`src/rtl/core_sequencer.sv`:
```
// Multi-cycle FETCH/DECODE/EXEC/MEM/WB sequencer with imem/dmem handshakes and sticky halt/fault.
// Optional feature: define SEQ_PERF_CNT_EN to add the retired_cnt instruction counter output.
module core_sequencer #(
  parameter int MEM_TIMEOUT = 16,
  parameter int CNT_W       = 5
) (
  input  logic        clk,
  input  logic        rst_n,
  output logic        imem_req,
  input  logic        imem_ack,
  input  logic [31:0] instr_in,
  output logic [31:0] ir,
  input  logic        mem_read,
  input  logic        mem_write,
  input  logic        reg_write,
  input  logic        req_halt,
  output logic        dmem_req,
  output logic        dmem_we,
  input  logic        dmem_ack,
  output logic        rf_we,
  output logic        pc_en,
  output logic        halted,
  output logic        fault,
  output logic [2:0]  state
`ifdef SEQ_PERF_CNT_EN
  ,
  output logic [31:0] retired_cnt
`endif
);

  typedef enum logic [2:0] {
    S_IDLE   = 3'd0,
    S_FETCH  = 3'd1,
    S_DECODE = 3'd2,
    S_EXEC   = 3'd3,
    S_MEM    = 3'd4,
    S_WB     = 3'd5,
    S_HALT   = 3'd6,
    S_FAULT  = 3'd7
  } state_t;

  localparam logic [CNT_W-1:0] TO_LAST = (MEM_TIMEOUT == 0) ? '0 : CNT_W'(MEM_TIMEOUT - 1);

  state_t           r_state;
  state_t           w_next;
  logic [CNT_W-1:0] r_cnt;
  logic [31:0]      r_ir;
  logic             r_imem_req;
  logic             r_dmem_req;
  logic             r_dmem_we;
  logic             r_rf_we;
  logic             r_halted;
  logic             r_fault;
  logic             w_timeout;

  // r_cnt holds the number of unacked request cycles already spent in this state.
  assign w_timeout = (MEM_TIMEOUT != 0) && (r_cnt == TO_LAST);

  always_comb begin
    w_next = r_state;
    case (r_state)
      S_IDLE:   w_next = S_FETCH;
      S_FETCH: begin
        if (imem_ack)       w_next = S_DECODE;
        else if (w_timeout) w_next = S_FAULT;
      end
      S_DECODE: w_next = req_halt ? S_HALT : S_EXEC;
      S_EXEC: begin
        if (mem_read || mem_write) w_next = S_MEM;
        else if (reg_write)        w_next = S_WB;
        else                       w_next = S_FETCH;
      end
      S_MEM: begin
        if (dmem_ack)       w_next = (mem_read && reg_write) ? S_WB : S_FETCH;
        else if (w_timeout) w_next = S_FAULT;
      end
      S_WB:     w_next = S_FETCH;
      default:  w_next = r_state;
    endcase
  end

  // PC strobe is the only Mealy output: it must coincide with the dmem ack cycle.
  always_comb begin
    pc_en = 1'b0;
    case (r_state)
      S_EXEC:  pc_en = !(mem_read || mem_write) && !reg_write;
      S_MEM:   pc_en = dmem_ack && !(mem_read && reg_write);
      S_WB:    pc_en = 1'b1;
      default: pc_en = 1'b0;
    endcase
  end

  always_ff @(posedge clk or negedge rst_n) begin
    if (!rst_n) begin
      r_state    <= S_IDLE;
      r_cnt      <= '0;
      r_ir       <= '0;
      r_imem_req <= 1'b0;
      r_dmem_req <= 1'b0;
      r_dmem_we  <= 1'b0;
      r_rf_we    <= 1'b0;
      r_halted   <= 1'b0;
      r_fault    <= 1'b0;
    end else begin
      r_state    <= w_next;
      r_imem_req <= (w_next == S_FETCH);
      r_dmem_req <= (w_next == S_MEM);
      r_dmem_we  <= (w_next == S_MEM) && ((r_state == S_MEM) ? r_dmem_we : mem_write);
      r_rf_we    <= (w_next == S_WB);
      r_halted   <= (w_next == S_HALT);
      r_fault    <= (w_next == S_FAULT);
      if ((r_state == S_FETCH) && imem_ack)
        r_ir <= instr_in;
      // Any state change clears the wait counter, so every FETCH/MEM entry starts at zero.
      if (w_next != r_state)
        r_cnt <= '0;
      else if (((r_state == S_FETCH) || (r_state == S_MEM)) && (MEM_TIMEOUT != 0))
        r_cnt <= r_cnt + 1'b1;
    end
  end

  assign imem_req = r_imem_req;
  assign dmem_req = r_dmem_req;
  assign dmem_we  = r_dmem_we;
  assign rf_we    = r_rf_we;
  assign halted   = r_halted;
  assign fault    = r_fault;
  assign ir       = r_ir;
  assign state    = r_state;

`ifdef SEQ_PERF_CNT_EN
  logic [31:0] r_retired;

  // No pc_en is ever issued in HALT/FAULT, so the count freezes there by construction.
  always_ff @(posedge clk or negedge rst_n) begin
    if (!rst_n)     r_retired <= '0;
    else if (pc_en) r_retired <= r_retired + 32'd1;
  end

  assign retired_cnt = r_retired;
`endif

endmodule

```
`config.mk`:
```
export PLATFORM = sky130hd
export DESIGN_NAME = core_sequencer
export DESIGN_NICKNAME = d
export VERILOG_FILES = /design/src/rtl/core_sequencer.sv
export SDC_FILE = /design/constraint.sdc
export NUM_CORES = 1
export LEC_CHECK = 0
export ABC_AREA = 1
export ABC_CLOCK_PERIOD_IN_PS = 2300
export BUFFER_PORTS_ARGS = -buffer_cell sky130_fd_sc_hd__clkbuf_2
export CAP_MARGIN = 20
export CORE_ASPECT_RATIO = 2
export CORE_MARGIN = 5
export CORE_UTILIZATION = 43
export CTS_CLUSTER_DIAMETER = 30
export DETAILED_ROUTE_END_ITERATION = 8
export GPL_TIMING_DRIVEN = 1
export PLACE_DENSITY = 0.71
export SETUP_SLACK_MARGIN = 0.3
export SYNTH_ARGS = -nofsm -noshare
export SYNTH_HDL_FRONTEND = slang
export SYNTH_SLANG_ARGS = --single-unit
```
`constraint.sdc`:
```
create_clock -name clk -period 2.3 [get_ports clk]
set_clock_uncertainty 0.2 [all_clocks]
set_input_delay 0.46 -clock clk [delete_from_list [all_inputs] [get_ports clk]]
set_output_delay 0.46 -clock clk [all_outputs]
set_load 0.01 [all_outputs]
```
Word-level counts from Yosys, hierarchy flattened
Index checks and enable logic that the tools add are counted.

Equality and inequality tests: 12. Bitwise operators: 0. Shifts and indexed selects: 0. Multiply operators: 0. Multiplexer cells: 12. $lt $le $gt $ge: 0. Div/mod/pow operators: 0. Reduce and logical (&&, ||, !) cells: 13. Add/sub/neg operators: 1.

Operators with widths (count): $mux W3 (7); $eq A3 B3 Y1 const B (6); $pmux W3 S5 (1); $mux W5 (2); $eq A3 B1 Y1 const B (2); $eq A3 B2 Y1 const B (2); $add A5 B1 Y5 const B (1); $eq A5 B4 Y1 const B (1); $logic_and A1 B1 Y1 (5); $logic_not A1 Y1 (3); $logic_not A3 Y1 (1); $ne A3 B3 Y1 (1); $pmux W1 S3 (1); $logic_or A1 B1 Y1 (2); $reduce_bool A2 Y1 (1); $reduce_or A2 Y1 (1); $mux W1 (1).

Memory bits (writable): 0. Memory bits (read-only): 0. Output and inout port bits: 42. Memories kept: 0. Word-level logic and storage cells: 47. Input bits: 40. Latch bits: 0. Register bits: 46.

Longest topological paths before layout
Depth in word-level cells: 6. Depth in mapped cells: 11. Depth with buffers taken out: 11.

Worst setup path before layout
Ideal clock, no wire load.

Path type: register to output. Start: register, netlist name r_cnt[0]. End: output pc_en. Cell stages (with the launch flop): 9. Buffers on the path: 0. Arrival time: 1.514 ns. Setup slack: 0.126 ns. Required time: 1.640 ns. Cells stage by stage: dfrtp_1 ha_1 and3_1 ha_1 nand2_1 nor2_1 nor2_2 nand2_4 o32ai_1.

RTL lines: end: declaration (RTL line 21) `output logic pc_en,`.

==> qor.yml <==
fmax_ghz: 0.425
cts_tree: "yes"
drt-total-wl_um: 4820
synthTopCellsByCount: "dfrtp_1 (46), nand2_1 (32), mux2_4 (30), nor2_1 (26), inv_1 (13)"
fin_crit_sh: 1.02
yosysSeqAreaShare: 0.524
n_fill_cell: 435
synth_ff_type: "dfrtp_1"
final.setup.tns_ns: -0.0537
arrival_ns: 1.69
dr.pass1.iters: 4
setup_violations: 1
synth_edf_count: 0
fin_ws_ns: -0.0537
cp_data_required_time_ns: 1.64
min_period_ns: 2.35
synth_cell_types: 25
nets: 329
ys_top_cells_by_area: "dfrtp_1 (52%), mux2_4 (21%), nand2_1 (5.5%)"
r2r-end: "fault"
netlist_area_sq_um: 2200
hold_end: "ir[3]"
area_delta_synth_final_pct: 33.5
drc: 0
rrSetupSlack_ns: 0.09
hpwlAfterDp_um: 3610
violations: "setup timing"
worstMarginPinSlew_ns: 0.579
yosysTopAreaCellShare: 0.524
place.gp.congestion: 0.935
viasPerCell: 4.98
drv_cap: 0
min_path_type: "primary input to flop"
routedWlPerCell_um: 14.0
min_path_cells: 2
rows: 37
finalHoldViolCount: 0
overflow: 0
core-area_sq_um: 5050
grt_max_degree: 27
avgSynthCellArea_sq_um: 11.6
die-area_sq_um: 6730
yosys.area.top_type: "dfrtp_1"
ys_ff_latch: 46
crit_path_end_kind: "output port"
syn_nets: 232
cts-htree-levels: 2
leakage_nw: 1.62
hp-start: "instr_in[3]"
io_buffer_count: 81
multi_input_area_sq_um: 1030
worst-path-max-fanout: 2
grt_pass1_wl_um: 7740
via_count: 1717
drive_above_1_share: 0.568
final_cells: 345
power.density_nw_per_um2: 1370
clk_latency_ns: 0.29
grtUsageTotal: 0.146
ios: 82
cts_sinks: 46
cts.path.max_buffers: 2
cts-root-buf: "clkbuf_8"
ant_nets: 0
first_global_vias: 1766
start_util: 0.435
post_dp_cell_area_sq_um: 2720
regArea_sq_um: 1150
relSlewSlack: 0.614
antenna_cells: 0
start_kind: "flop"
ys.warnings.count: 0
syn_inst: 190
cts.reportedPaths.clkPinSlew_ns: 0.08
crit_type: "flop to output port"
antenna_found_initial: 0
yosysMostFrequentCell: "dfrtp_1"
worstRegToRegCells: 12
hold_slack_ns: 0.196
final_cell_area_sq_um: 2930
first_iter_violations: 98
rsz0062_at_grt: "yes"
async_reset_ff_frac: 1.00
drv_slew: 0
status: "complete, but fails checks"
timing.rr.start: "r_cnt[1]"
die_h_um: 111
placed_cells: 329
cts_buffers: 5
ir_drop_mv: 0.810
die_w_um: 60.5
==> what timing repair did <==
| item | 4_1_cts | 5_1_grt |
|---|---|---|
| hold buffers | 1 | 0 |
| buffers inserted | 5 | 3 |
| endpoints found under the hold margin | 22 | 0 |
| setup endpoints to repair | 12 | 40 |
| resized for setup | 3 | 16 |
| pin swaps | 9 | 6 |
==> power by group <==
part           switching [W]  leakage [nW]  total (W)  internal, W
Sequential          0.000239         0.566    0.00141      0.00117
Clock               0.000243        0.0438   0.000447     0.000204
Combinational        0.00109          1.01    0.00215      0.00107
==> critical path: stages (launching register included) <==
cell	delay, ns
dfrtp_1	0.39
ha_2	0.19
and3_4	0.15
ha_4	0.15
nand2_2	0.06
nor2_2	0.04
nor2_4	0.12
nand2_4	0.07
o32ai_4	0.07
buf_2	0.16
==> metal layers <==
layer  part of all wire  vias up  track usage
li1                   -      807            -
met1               0.38      806        0.183
met2               0.50       94        0.241
met3               0.10       10       0.0361
met4              0.012        0       0.0449
met5                  0        -            0
==> metrics by stage <==
stage               worst slack [ns]  power [W]   util
floorplan                      0.312    0.00276      -
global placement               0.139    0.00335  0.539
detailed placement            0.0745    0.00340  0.539
CTS                           -0.149    0.00393  0.566
global route                  -0.150    0.00432  0.581
finish                       -0.0537    0.00401  0.581
==> cell families after synthesis <==
group           after synthesis  share of synthesized area
simple gates                 75                      0.150
flops                        46                      0.524
mux                          34                      0.225
buf+inv                      21                     0.0530
compound gates                9                     0.0251
xor+xnor                      3                     0.0120
fa+ha+maj                     2                     0.0114
==> placed cells by master, fill, tap and decap left out, drive strengths merged, types with 5 or more instances in the layout <==
cell / netlist / layout
mux2: 33 / 33
nand2: 36 / 36
nor2: 29 / 29
clkbuf: 0 / 85
dfrtp: 46 / 46
buf: 5 / 14
inv: 16 / 16
a21oi: 5 / 5
nand3: 8 / 8
==> flip-flops by register name, summed over array words and instances (netlist names) <==
register  flops
dmem_req      1
dmem_we       1
fault         1
halted        1
imem_req      1
ir           32
r_cnt         5
rf_we         1
state         3
==> final cells by class <==
type | instances | share of cell area
Multi-Input combinational cell | 123 | 0.351
Tap cell | 58 | 0.0247
Inverter | 16 | 0.0205
Clock inverter | 2 | 0.00341
Sequential cell | 46 | 0.393
Clock buffer | 5 | 0.0235
Timing Repair Buffer | 95 | 0.183
==> worst max-delay path by stage <==
stage | startpoint | end | slack [ns] | cells after the start
6_report | r_cnt[1] | pc_en | -0.05 | 9
5_1_grt | r_cnt[1] | pc_en | -0.15 | 9
4_1_cts | r_cnt[1] | pc_en | -0.15 | 9
3_5_place_dp | r_cnt[1] | pc_en | 0.07 | 9
3_3_place_gp | r_cnt[0] | pc_en | 0.14 | 9
2_1_floorplan | r_cnt[0] | pc_en | 0.31 | 8
(Power assumes the default switching activity.)
